File: src/rtl/pipe_ctrl_if.sv
// Run-control and hazard bus between the pipeline datapath and pipe_ctrl.
// The master side drives requests and hazard sources; the slave side (pipe_ctrl) returns enables, flushes and status.
interface pipe_ctrl_if #(
  parameter int STEP_W = 8,
  parameter int CNT_W  = 16
);
  logic              run_req;
  logic              halt_req;
  logic              step_req;
  logic [STEP_W-1:0] step_num;
  logic              cnt_clr;
  logic [4:0]        id_rs1;
  logic [4:0]        id_rs2;
  logic              id_use_rs1;
  logic              id_use_rs2;
  logic [4:0]        ex_rd;
  logic              ex_mem_read;
  logic              branch_taken;
  logic              pc_en;
  logic              if_id_en;
  logic              pipe_en;
  logic              if_id_flush;
  logic              id_ex_flush;
  logic              ex_mem_flush;
  logic              halted;
  logic [1:0]        state;
  logic [CNT_W-1:0]  stall_count;
  logic [CNT_W-1:0]  flush_count;

  modport master (
    output run_req, halt_req, step_req, step_num, cnt_clr,
           id_rs1, id_rs2, id_use_rs1, id_use_rs2, ex_rd, ex_mem_read, branch_taken,
    input  pc_en, if_id_en, pipe_en, if_id_flush, id_ex_flush, ex_mem_flush,
           halted, state, stall_count, flush_count
  );

  modport slave (
    input  run_req, halt_req, step_req, step_num, cnt_clr,
           id_rs1, id_rs2, id_use_rs1, id_use_rs2, ex_rd, ex_mem_read, branch_taken,
    output pc_en, if_id_en, pipe_en, if_id_flush, id_ex_flush, ex_mem_flush,
           halted, state, stall_count, flush_count
  );
endinterface

File: src/rtl/pipe_ctrl.sv
// Run-control and hazard sequencer for the 5-stage pipeline: halt/run/step control,
// load-use bubble insertion, taken-branch squash and saturating stall/flush counters.
module pipe_ctrl #(
  parameter int STEP_W    = 8,
  parameter int CNT_W     = 16,
  parameter bit START_RUN = 1'b1
) (
  input logic        clk,
  input logic        rst,
  pipe_ctrl_if.slave bus
);

  typedef enum logic [1:0] {
    ST_HALT = 2'b00,
    ST_RUN  = 2'b01,
    ST_STEP = 2'b10
  } state_t;

  localparam state_t RESET_STATE = START_RUN ? ST_RUN : ST_HALT;

  state_t            state_q;
  logic [STEP_W-1:0] remaining;
  logic [CNT_W-1:0]  stall_q;
  logic [CNT_W-1:0]  flush_q;

  logic active;
  logic load_use;
  logic do_branch;
  logic do_stall;

  assign active = (state_q == ST_RUN) || ((state_q == ST_STEP) && (remaining != '0));

  assign load_use = bus.ex_mem_read && (bus.ex_rd != 5'd0) &&
                    ((bus.id_use_rs1 && (bus.id_rs1 == bus.ex_rd)) ||
                     (bus.id_use_rs2 && (bus.id_rs2 == bus.ex_rd)));

  // A taken branch squashes the instruction that caused the hazard, so it masks the stall.
  assign do_branch = active && bus.branch_taken;
  assign do_stall  = active && load_use && !bus.branch_taken;

  always_comb begin
    bus.pc_en        = active;
    bus.if_id_en     = active;
    bus.pipe_en      = active;
    bus.if_id_flush  = 1'b0;
    bus.id_ex_flush  = 1'b0;
    bus.ex_mem_flush = 1'b0;
    if (do_branch) begin
      bus.if_id_flush  = 1'b1;
      bus.id_ex_flush  = 1'b1;
      bus.ex_mem_flush = 1'b1;
    end else if (do_stall) begin
      bus.pc_en       = 1'b0;
      bus.if_id_en    = 1'b0;
      bus.id_ex_flush = 1'b1;
    end
  end

  always_ff @(posedge clk or posedge rst) begin
    if (rst) begin
      state_q   <= RESET_STATE;
      remaining <= '0;
    end else if (bus.halt_req) begin
      state_q   <= ST_HALT;
      remaining <= '0;
    end else if (bus.run_req) begin
      state_q   <= ST_RUN;
      remaining <= '0;
    end else if (bus.step_req && (state_q == ST_HALT)) begin
      state_q   <= ST_STEP;
      remaining <= (bus.step_num == '0) ? STEP_W'(1) : bus.step_num;
    end else if (state_q == ST_STEP) begin
      // Steps count clock cycles, so stall and flush cycles consume them too.
      if (remaining <= STEP_W'(1)) begin
        state_q   <= ST_HALT;
        remaining <= '0;
      end else begin
        remaining <= remaining - STEP_W'(1);
      end
    end
  end

  always_ff @(posedge clk or posedge rst) begin
    if (rst) begin
      stall_q <= '0;
      flush_q <= '0;
    end else if (active) begin
      if (bus.cnt_clr) begin
        stall_q <= '0;
        flush_q <= '0;
      end else begin
        if (do_stall && !(&stall_q)) begin
          stall_q <= stall_q + CNT_W'(1);
        end
        if (do_branch && !(&flush_q)) begin
          flush_q <= flush_q + CNT_W'(1);
        end
      end
    end
  end

  assign bus.halted      = (state_q == ST_HALT);
  assign bus.state       = state_q;
  assign bus.stall_count = stall_q;
  assign bus.flush_count = flush_q;

endmodule

File: src/flat_wrapper.sv
// flat-port wrapper written by rule: the top's interface ports become plain ports
module pipe_ctrl_flat 
#(
  parameter int STEP_W    = 8,
  parameter int CNT_W     = 16,
  parameter bit START_RUN = 1'b1
)
  (clk, rst, bus_run_req, bus_halt_req, bus_step_req, bus_step_num, bus_cnt_clr, bus_id_rs1, bus_id_rs2, bus_id_use_rs1, bus_id_use_rs2, bus_ex_rd, bus_ex_mem_read, bus_branch_taken, bus_pc_en, bus_if_id_en, bus_pipe_en, bus_if_id_flush, bus_id_ex_flush, bus_ex_mem_flush, bus_halted, bus_state, bus_stall_count, bus_flush_count);
  pipe_ctrl_if #(.STEP_W(STEP_W), .CNT_W(CNT_W)) bus_i ();
  input logic clk;
  input logic rst;
  input wire logic [$bits(bus_i.run_req)-1:0] bus_run_req;
  input wire logic [$bits(bus_i.halt_req)-1:0] bus_halt_req;
  input wire logic [$bits(bus_i.step_req)-1:0] bus_step_req;
  input wire logic [$bits(bus_i.step_num)-1:0] bus_step_num;
  input wire logic [$bits(bus_i.cnt_clr)-1:0] bus_cnt_clr;
  input wire logic [$bits(bus_i.id_rs1)-1:0] bus_id_rs1;
  input wire logic [$bits(bus_i.id_rs2)-1:0] bus_id_rs2;
  input wire logic [$bits(bus_i.id_use_rs1)-1:0] bus_id_use_rs1;
  input wire logic [$bits(bus_i.id_use_rs2)-1:0] bus_id_use_rs2;
  input wire logic [$bits(bus_i.ex_rd)-1:0] bus_ex_rd;
  input wire logic [$bits(bus_i.ex_mem_read)-1:0] bus_ex_mem_read;
  input wire logic [$bits(bus_i.branch_taken)-1:0] bus_branch_taken;
  output wire logic [$bits(bus_i.pc_en)-1:0] bus_pc_en;
  output wire logic [$bits(bus_i.if_id_en)-1:0] bus_if_id_en;
  output wire logic [$bits(bus_i.pipe_en)-1:0] bus_pipe_en;
  output wire logic [$bits(bus_i.if_id_flush)-1:0] bus_if_id_flush;
  output wire logic [$bits(bus_i.id_ex_flush)-1:0] bus_id_ex_flush;
  output wire logic [$bits(bus_i.ex_mem_flush)-1:0] bus_ex_mem_flush;
  output wire logic [$bits(bus_i.halted)-1:0] bus_halted;
  output wire logic [$bits(bus_i.state)-1:0] bus_state;
  output wire logic [$bits(bus_i.stall_count)-1:0] bus_stall_count;
  output wire logic [$bits(bus_i.flush_count)-1:0] bus_flush_count;
  assign bus_i.run_req = bus_run_req;
  assign bus_i.halt_req = bus_halt_req;
  assign bus_i.step_req = bus_step_req;
  assign bus_i.step_num = bus_step_num;
  assign bus_i.cnt_clr = bus_cnt_clr;
  assign bus_i.id_rs1 = bus_id_rs1;
  assign bus_i.id_rs2 = bus_id_rs2;
  assign bus_i.id_use_rs1 = bus_id_use_rs1;
  assign bus_i.id_use_rs2 = bus_id_use_rs2;
  assign bus_i.ex_rd = bus_ex_rd;
  assign bus_i.ex_mem_read = bus_ex_mem_read;
  assign bus_i.branch_taken = bus_branch_taken;
  assign bus_pc_en = bus_i.pc_en;
  assign bus_if_id_en = bus_i.if_id_en;
  assign bus_pipe_en = bus_i.pipe_en;
  assign bus_if_id_flush = bus_i.if_id_flush;
  assign bus_id_ex_flush = bus_i.id_ex_flush;
  assign bus_ex_mem_flush = bus_i.ex_mem_flush;
  assign bus_halted = bus_i.halted;
  assign bus_state = bus_i.state;
  assign bus_stall_count = bus_i.stall_count;
  assign bus_flush_count = bus_i.flush_count;
  pipe_ctrl #(.STEP_W(STEP_W), .CNT_W(CNT_W), .START_RUN(START_RUN)) u_core (.clk(clk), .rst(rst), .bus(bus_i));
endmodule
File: config.mk
export PLATFORM = sky130hd
export DESIGN_NAME = pipe_ctrl_flat
export DESIGN_NICKNAME = d
export VERILOG_FILES = /design/src/rtl/pipe_ctrl_if.sv /design/src/rtl/pipe_ctrl.sv /design/src/flat_wrapper.sv
export SDC_FILE = /design/constraint.sdc
export NUM_CORES = 1
export LEC_CHECK = 0
export CAP_MARGIN = 20
export CORE_AREA = 3 3 82 84
export CTS_CLUSTER_SIZE = 12
export DETAILED_ROUTE_END_ITERATION = 10
export DIE_AREA = 0 0 85 87
export GPL_TIMING_DRIVEN = 0
export MAX_ROUTING_LAYER = met4
export PLACE_DENSITY = 0.87
export SLEW_MARGIN = 5
export SYNTH_ARGS = -nofsm -noshare
export SYNTH_HDL_FRONTEND = slang
export SYNTH_SLANG_ARGS = --single-unit
File: constraint.sdc
create_clock -name clk -period 2.1 [get_ports clk]
set_input_delay 0.42 -clock clk [delete_from_list [all_inputs] [get_ports clk]]
set_output_delay 0.42 -clock clk [all_outputs]
set_load 0.01 [all_outputs]
**Yosys cells after proc, flatten, opt, wreduce, memory -nomap -nowiden**

Index checks and enable logic that the tools add are counted.

- Output and inout port bits: 41
- Word-level logic and storage cells: 61
- Latch bits: 0
- RAM bits: 0
- Bits in read-only memories: 0
- Register bits after elaboration: 42
- Bits of input ports: 33
- Memories kept: 0

- Magnitude comparators: 1
- $add $sub $neg: 3
- Multipliers: 0
- Shift-type cells: 0
- Reduce and logical (&&, ||, !) cells: 29
- Div/mod/pow operators: 0
- Bitwise operators: 0
- Multiplexer cells: 20
- Equality and inequality tests: 4

Operators with widths:

| kind | number |
|---|---|
| $mux 16 | 4 |
| $mux 8 | 6 |
| $add 16x1->16 const B | 2 |
| $reduce_and 16->1 | 2 |
| $logic_and 1x1->1 | 11 |
| $eq 5x5->1 | 2 |
| $mux 2 | 5 |
| $le 8x1->1 const B | 1 |
| $logic_not 8->1 | 1 |
| $reduce_bool 4->1 | 2 |
| $reduce_bool 8->1 | 1 |
| $sub 8x1->8 const B | 1 |
| $reduce_and 2->1 | 3 |
| $mux 1 | 5 |
| $reduce_bool 5->1 | 1 |
| $reduce_bool 2->1 | 2 |
| $logic_not 1->1 | 3 |
| $eq 2x1->1 const B | 1 |
| $eq 2x2->1 const B | 1 |
| $logic_not 2->1 | 1 |
| $logic_or 1x1->1 | 2 |

**Longest topological paths before layout**

- Word-level depth: 9
- Gate-level depth with buffers: 9
- Depth with buffers taken out: 8

**Worst setup path before layout**

No wires, ideal clock.

- Path kind: reg2reg
- From: register u_core.state_q[0], in the netlist u_core.bus.state[0]
- To: register u_core.stall_q[3], in the netlist u_core.bus.stall_count[3]
- Stages on the path, launching flop included: 10
- Arrival: 2.194 ns
- Setup slack: -0.160 ns
- Buffers on the path: 3
- Period minus slack after synthesis: 2.260 ns
- Library setup time: 0.066 ns
- Required time: 2.034 ns
- Cell sequence: dfstp_2 > buf_4 > xnor2_1 > a41o_1 > buf_6 > a311oi_4 > nand2_2 > buf_6 > or4_1 > nand2_1

- Longest elaborated chain between the ends: 8
- Elaborated cells on any way between the ends: 9
- Classes of those cells: 2 x eq/ne; 7 x reduce/logical

RTL lines:

| what | line | text |
|---|---|---|
| from (decl) | pipe_ctrl.sv:21 | `state_t state_q;` |
| from (signal assigned) | pipe_ctrl.sv:61 | `state_q <= RESET_STATE;` |
| from (signal assigned) | pipe_ctrl.sv:64 | `state_q <= ST_HALT;` |
| from (signal assigned) | pipe_ctrl.sv:67 | `state_q <= ST_RUN;` |
| $eq 2x2->1 | pipe_ctrl.sv:31 | `assign active = (state_q == ST_RUN) \|\| ((state_q == ST_STEP) && (remaining != '0));` |
| $logic_and 1x1->1 | pipe_ctrl.sv:31 |  |
| $logic_or 1x1->1 (*) | pipe_ctrl.sv:31 |  |
| $logic_and 1x1->1 (2 in a row) | pipe_ctrl.sv:39 | `assign do_stall = active && load_use && !bus.branch_taken;` |
| $logic_and 1x1->1 | pipe_ctrl.sv:92 | `if (do_stall && !(&stall_q)) begin` |
| $reduce_bool 2->1 (no source line) | - |  |
| $reduce_and 2->1 (no source line) (*) | - |  |
| to (signal assigned) | pipe_ctrl.sv:93 | `stall_q <= stall_q + CNT_W'(1);` |
| to (decl) | pipe_ctrl.sv:23 | `logic [CNT_W-1:0] stall_q;` |

Mark *: on every way between the ends. The rest lies on a longest branch, timed or not.
A chain may end at the register's enable or synchronous reset.

**Final worst setup path**

- From: register u_core.state_q[0], in the netlist u_core.bus.state[0]
- To: output bus_if_id_flush

- Longest elaborated chain between the ends: 5
- Elaborated cells on any way between the ends: 6
- Classes of those cells: 2 x eq/ne; 1 x mux; 3 x reduce/logical

RTL lines:

| what | line | text |
|---|---|---|
| $eq 2x2->1 | pipe_ctrl.sv:31 |  |
| $logic_and 1x1->1 | pipe_ctrl.sv:31 |  |
| $logic_or 1x1->1 (*) | pipe_ctrl.sv:31 |  |
| $logic_and 1x1->1 (*) | pipe_ctrl.sv:38 | `assign do_branch = active && bus.branch_taken;` |
| $mux 1 (*) | pipe_ctrl.sv:48 | `if (do_branch) begin` |
| to (decl) | flat_wrapper.sv:27 | `output wire logic [$bits(bus_i.if_id_flush)-1:0] bus_if_id_flush;` |

Marked as above.

==> results.cfg <==
[cts]
cts_root_buffer = clkbuf_8
cts_hold_buffers = 0
insertion_delay_ns = 0.29
h-tree-depth = 2
cts_tree = built
cts_sinks = 42
path_clk_slew_ns = 0.08
cts_inserted_buffers = 5
cts_max_path_buffers = 2

[critical_path]
rr_worst_depth = 9
crit_type = flip-flop to primary output
r2r_start = u_core.bus.state[0]$_DFFE_PP1P_
cp_max_fo = 8
cp-start-kind = flip-flop
crit_required_ns = 1.68
reg2reg_slack_ns = -0.03
crit_arrival_ns = 1.76
crit_path_end_kind = primary output
timing.rr.end = u_core.bus.stall_count[3]$_DFFE_PP0P_

[sta]
fin_worst_skew_ns = 0.00905
rsz0062_at_grt = yes
finalSetupTns_ns = -0.356
slew_headroom = 0.646
period_needed_ns = 2.18
tightest_slew_ns = 0.528
fin_crit_sh = 1.04
setup-violations-final = 9
slew_viol_final = 0
fin_ws_ns = -0.0809
timing.final.hold_violations = 0
max_freq_ghz = 0.459

[place]
dp_hpwl_mm = 5.50
dp.cells = 453
gp_congestion = 0.875
io_buffers = 73

[die]
initial_core_util = 0.444
die_w_um = 85
rows = 28
io_pins = 74
die_area_um2 = 7400
die_h_um = 87
core_area_um2 = 5990

[power]
ir_worst_vdd_mv = 0.389
fin_total_pwr_mw = 2.15
p_leak_nw = 1.70
pwr_density_cell_nw_per_um2 = 545

[yosys]
ys.flop_type = dfrtp_1
synthSimpleGateAreaFrac = 0.242
ys_warn_count = 0
synth_common_cells = 41 x dfrtp_1, 30 x nand2_1, 27 x o21ai_0
synth_compound_area_frac = 0.233
synth-xor-area-share = 0.0626
synth-edff-count = 0
yosysSeqAreaShare = 0.396
yosysTopAreaCell = dfrtp_1
netlist_area_um2 = 2660
syn_nets = 342
synth_area_leaders = dfrtp_1 39%, o21ai_0 5.1%, nand2_1 4.2%
synthArstFlopShare = 1.00
synthCells = 304
synth_top_family_by_area = simple AND/OR/NAND/NOR gates
syn_area_per_cell_um2 = 8.75
synthMuxAreaShare = 0
synth_fa_ha_area_frac = 0.0235
synth_cell_types = 51
synth-seq-cells = 42
synth_top_area_frac = 0.386
yosysMostFrequentCell = dfrtp_1

[finish]
final_cells = 490
drive_above_1_share = 0.200
layout.nets = 452
num_antenna_cells = 0
area_delta_synth_final_pct = 48.0

[global_route]
antenna_found_initial = 0
grt_pass1_wl_mm = 12.9
grt_pass1_vias = 2792
track_usage = 0.217
grt_start_max_net_pins = 30
grt_remaining_overflow = 0

[routing]
avgRoutedWirePerCell_um = 16.2
ant_nets = 0
dr.pass1.iters = 4
drc_errors = 0
drt_iter0_markers = 166
dr_total_vias = 2806
drt-vias-per-instance = 5.73
routed_wl_mm = 7.92

[status]
violations = negative setup slack
status = finished, violations left

[run]
drv_cap = 0

[worst_hold_path]
hold_class = primary input to async pin
==> worst max-delay path, stage by stage, from the launching register on <==
cell and delay [ns]:
dfstp_2 0.58, xnor2_1 0.07, a41o_1 0.23, buf_6 0.15
clkbuf_16 0.15, nor2_4 0.08, buf_4 0.11, buf_6 0.09
==> what timing repair did <==
item                                    CTS  global route
pin swaps                                24            11
endpoints found under the setup margin   36            34
endpoints found under the hold margin     0             0
gates resized for setup                  77            25
setup buffers                            20            12
==> worst max-delay path by stage <==
stage / slack (ns) / from / to / depth (start not counted)
6_report: -0.08 / u_core.bus.state[0]$_DFFE_PP1P_ / bus_if_id_flush / 7
3_5_place_dp: -1.13 / bus_ex_rd[0] / bus_pc_en / 7
5_1_grt: -0.14 / u_core.bus.state[0]$_DFFE_PP1P_ / bus_if_id_flush / 7
3_3_place_gp: -1.06 / bus_ex_rd[0] / bus_pc_en / 7
4_1_cts: -0.09 / bus_ex_rd[2] / bus_id_ex_flush / 6
2_1_floorplan: -0.009 / u_core.bus.state[0]$_DFFE_PP1P_ / u_core.bus.stall_count[3]$_DFFE_PP0P_ / 9
==> sequential cells by signal, indices dropped and copies added (netlist names) <==
name / flops
u_core.bus.state: 2
u_core.remaining: 8
u_core.bus.stall_count: 16
u_core.bus.flush_count: 16
==> placed cells by master, fill, tap and decap left out, types with 3 or more instances in the layout <==
master            n
a41oi_1           4
o21ai_1           3
clkbuf_1          6
o21a_1            6
dfrtp_2           4
ha_1              5
xnor2_1          12
inv_2             3
inv_1             6
buf_6             9
nor3_1            5
buf_4            31
buf_2             4
and3_1            9
nor2_1           24
o31ai_1           6
a31oi_1           4
o211ai_1          8
nand3_1          15
or4_1             3
o21ai_0          25
xor2_1            6
nand2_1          29
dfrtp_1          37
nand4_1          11
dlygate4sd2_1    10
and2_1            3
clkdlybuf4s50_1  51
a21oi_1          14
or3_1             6
clkbuf_8          5
==> final cells by class <==
| class | instances | area, µm² |
|---|---|---|
| timing repair buffer | 105 | 971 |
| tap | 75 | 93.8 |
| multi-input combinational | 239 | 1590 |
| sequential | 42 | 1060 |
| inverter | 10 | 40.0 |
| fill | 468 | 2060 |
| buffer | 11 | 98.8 |
| clock buffer | 8 | 80.1 |
==> routing by layer <==
layer	up-vias	wire length, µm	track usage
li1	1354	-	-
met1	1364	3460	0.281
met2	80	4040	0.347
met3	8	312	0.0284
met4	0	105	0.0791
met5	-	0	-
==> kinds of logic after synthesis <==
family          Yosys count
simple gates            126
compound gates           89
flops                    42
buf+inv                  23
xor+xnor                 19
fa+ha+maj                 5
==> power breakdown <==
group          internal (mW)  leakage [nW]  switching (mW)
registers              0.858         0.566          0.0684
clock network          0.237        0.0395           0.269
logic                  0.353          1.10           0.360
==> through the flow <==
step                utilization  area (µm²)  setup WS, ns  hold WS [ns]
floorplan                     -        2680      -0.00928         0.453
global placement          0.585        3500         -1.06         0.489
detailed placement        0.588        3520         -1.13         0.499
CTS                       0.631        3780       -0.0935         0.425
global route              0.657        3940        -0.145         0.453
finish                    0.657        3940       -0.0809         0.409
No activity file was read; power rests on OpenSTA's default activity.
==> RTL change (same settings) <==
`START_RUN` is set to 1'b1 in 2 places; all go to 1'b0.
--- a/src/rtl/pipe_ctrl.sv
+++ b/src/rtl/pipe_ctrl.sv
@@ -3,7 +3,7 @@
 module pipe_ctrl #(
   parameter int STEP_W    = 8,
   parameter int CNT_W     = 16,
-  parameter bit START_RUN = 1'b1
+  parameter bit START_RUN = 1'b0
 ) (
   input logic        clk,
   input logic        rst,
--- a/src/flat_wrapper.sv
+++ b/src/flat_wrapper.sv
@@ -3,7 +3,7 @@
 #(
   parameter int STEP_W    = 8,
   parameter int CNT_W     = 16,
-  parameter bit START_RUN = 1'b1
+  parameter bit START_RUN = 1'b0
 )
   (clk, rst, bus_run_req, bus_halt_req, bus_step_req, bus_step_num, bus_cnt_clr, bus_id_rs1, bus_id_rs2, bus_id_use_rs1, bus_id_use_rs2, bus_ex_rd, bus_ex_mem_read, bus_branch_taken, bus_pc_en, bus_if_id_en, bus_pipe_en, bus_if_id_flush, bus_id_ex_flush, bus_ex_mem_flush, bus_halted, bus_state, bus_stall_count, bus_flush_count);
   pipe_ctrl_if #(.STEP_W(STEP_W), .CNT_W(CNT_W)) bus_i ();
Check against the original RTL: not equivalent (Yosys sat finds a counterexample within 4 cycles, from zero or initial values and one cycle with rst high).
==> RTL change against the unedited design <==
The run still ends with negative setup slack left. Critical path depth increased by 1. Global-route usage up 1.9 points. Synthesized area about the same. Hold slack lost 0.021 ns. Routed wire length grew 9.2%. Synthesized cell count did not move. Worst setup slack got worse by 0.018 ns. Via count grew 7.1%. Sequential cell count did not move. Maximum frequency fell by 0.81%. Total power rose by 7.6%. Final area up 1.6%. Sequential share of layout area shrank 0.38 points. Clock skew is 0.0032 ns higher.
==> RTL change: results (changes against the unedited design) <==
| Step | Result | Reported | vs unedited |
| --- | --- | --- | --- |
| sta | Post-layout worst setup margin | -0.0988 ns | -0.0179 ns |
| drt | Initial detailed-routing violation count | 209 | +26% |
| placed design | Weighted congestion reported at the end of routability-driven placement | 0.900 | +2.8% |
| pwr | Psw | 751 uW | +7.6% |
| finish | Syn-to-layout area delta | 50.4% |  |
| drt | Sum of routed wire length over all layers | 8650 um | +9.2% |
| sta | Final-layout worst hold slack | 0.387 ns | -0.0215 ns |
| setup path | Startpoint of the worst-slack reg-to-reg timing path | u_core.bus.state[0] |  |
| cts | Number of gates resized after CTS | 84 | +9.1% |
| logic synthesis | Leading post-synthesis cells by instance count | sky130_fd_sc_hd__dfrtp_1, sky130_fd_sc_hd__nand2_1, sky130_fd_sc_hd__o21ai_0 |  |
| placed design | HPWL Detailed | 5590 um | +1.7% |
| logic synthesis | Netlist cell types | 50 | -2.0% |
| finish | Number of non-clock buffers | 121 | +4.3% |
| finish | Share of post-route cells with drive strength above 1 | 22.6% | +2.6 points |
| pwr | Final Power | 2.31 mW | +7.6% |
| outcome | Failing checks | negative setup slack |  |
| cts | Clk Latency, worst-skew pair | 0.31 ns | +0.02 ns |
| outcome | Status | finished with violations |  |
| global route | Global-route wire length before repair | 13,700 um | +6.3% |
| pwr | Total sequential power | 927 uW | about the same |
| logic synthesis | Synth top area cells | sky130_fd_sc_hd__dfrtp_1, sky130_fd_sc_hd__o21ai_0, sky130_fd_sc_hd__nand2_1, sky130_fd_sc_hd__xnor2_1, sky130_fd_sc_hd__nor2_1 |  |
| sta | Setup violation total in the final timing report | 5 | -4 |
| global route | Met3 Use GR | 4.16% | +1.3 points |
| drt | Metal3 WL | 591 um | +89% |
| setup path | Largest stage delay on the critical path | 0.47 ns | -0.11 ns |
| finish | Post-layout nets | 457 | +1.1% |
| pwr | Worst VDD drop | 0.421 mV | +8.2% |
| finish | Multi-input combinational cell area | 1600 sq um | about the same |
| logic synthesis | Part of the Yosys area used for sequential elements | 39.5% | about the same |
| global route | Via count of the first global-routing pass | 2,803 | +0.39% |
| placed design | Post-place setup slack | -1.07 ns | +0.0626 ns |
| drt | Routed wl met2 | 4390 um | +8.7% |
| placed design | Total placed instance area | 3520 sq um | -0.11% |
| global route | Met2 global-route usage | 38.4% | +3.7 points |
| drt | First-pass DRT Iterations | 7 | +3 |
| cts | Post-CTS Setup Repair Bufs | 22 | +10% |
| finish | Fraction of standard cell area that is sequential | 26.5% | -0.38 points |
| pwr | Power of the clock network | 629 uW | +24% |
| setup path | Number of cell instances on the worst register-to-register path | 8 | -1 |
| setup path | Data arrival time at the worst-slack endpoint | 2.44 ns | +0.68 ns |
| finish | Count of non-filler cells in the finished layout | 495 | +1.0% |
## RTL change: logic make-up (layout without fill, tap and decap cells)
| kind of cell | Yosys count | count (layout) | synth area share [%] |
|---|---|---|---|
| buf+inv | 23 | 139 | 4.33 |
| compound gates | 89 | 89 | 23.3 |
| simple gates | 126 | 126 | 24.2 |
| fa+ha+maj | 5 | 5 | 2.35 |
| flops | 42 | 42 | 39.5 |
| xor+xnor | 19 | 19 | 6.26 |
## RTL change: worst register-to-register path, stage by stage (launching register included)
cell and delay (ns):
sky130_fd_sc_hd__dfrtp_2 0.44, sky130_fd_sc_hd__xnor2_2 0.14, sky130_fd_sc_hd__a41o_1 0.23, sky130_fd_sc_hd__buf_6 0.15, sky130_fd_sc_hd__a311oi_4 0.37, sky130_fd_sc_hd__nand2_2 0.12, sky130_fd_sc_hd__buf_6 0.15, sky130_fd_sc_hd__or4_1 0.47
sky130_fd_sc_hd__nand2_1 0.08
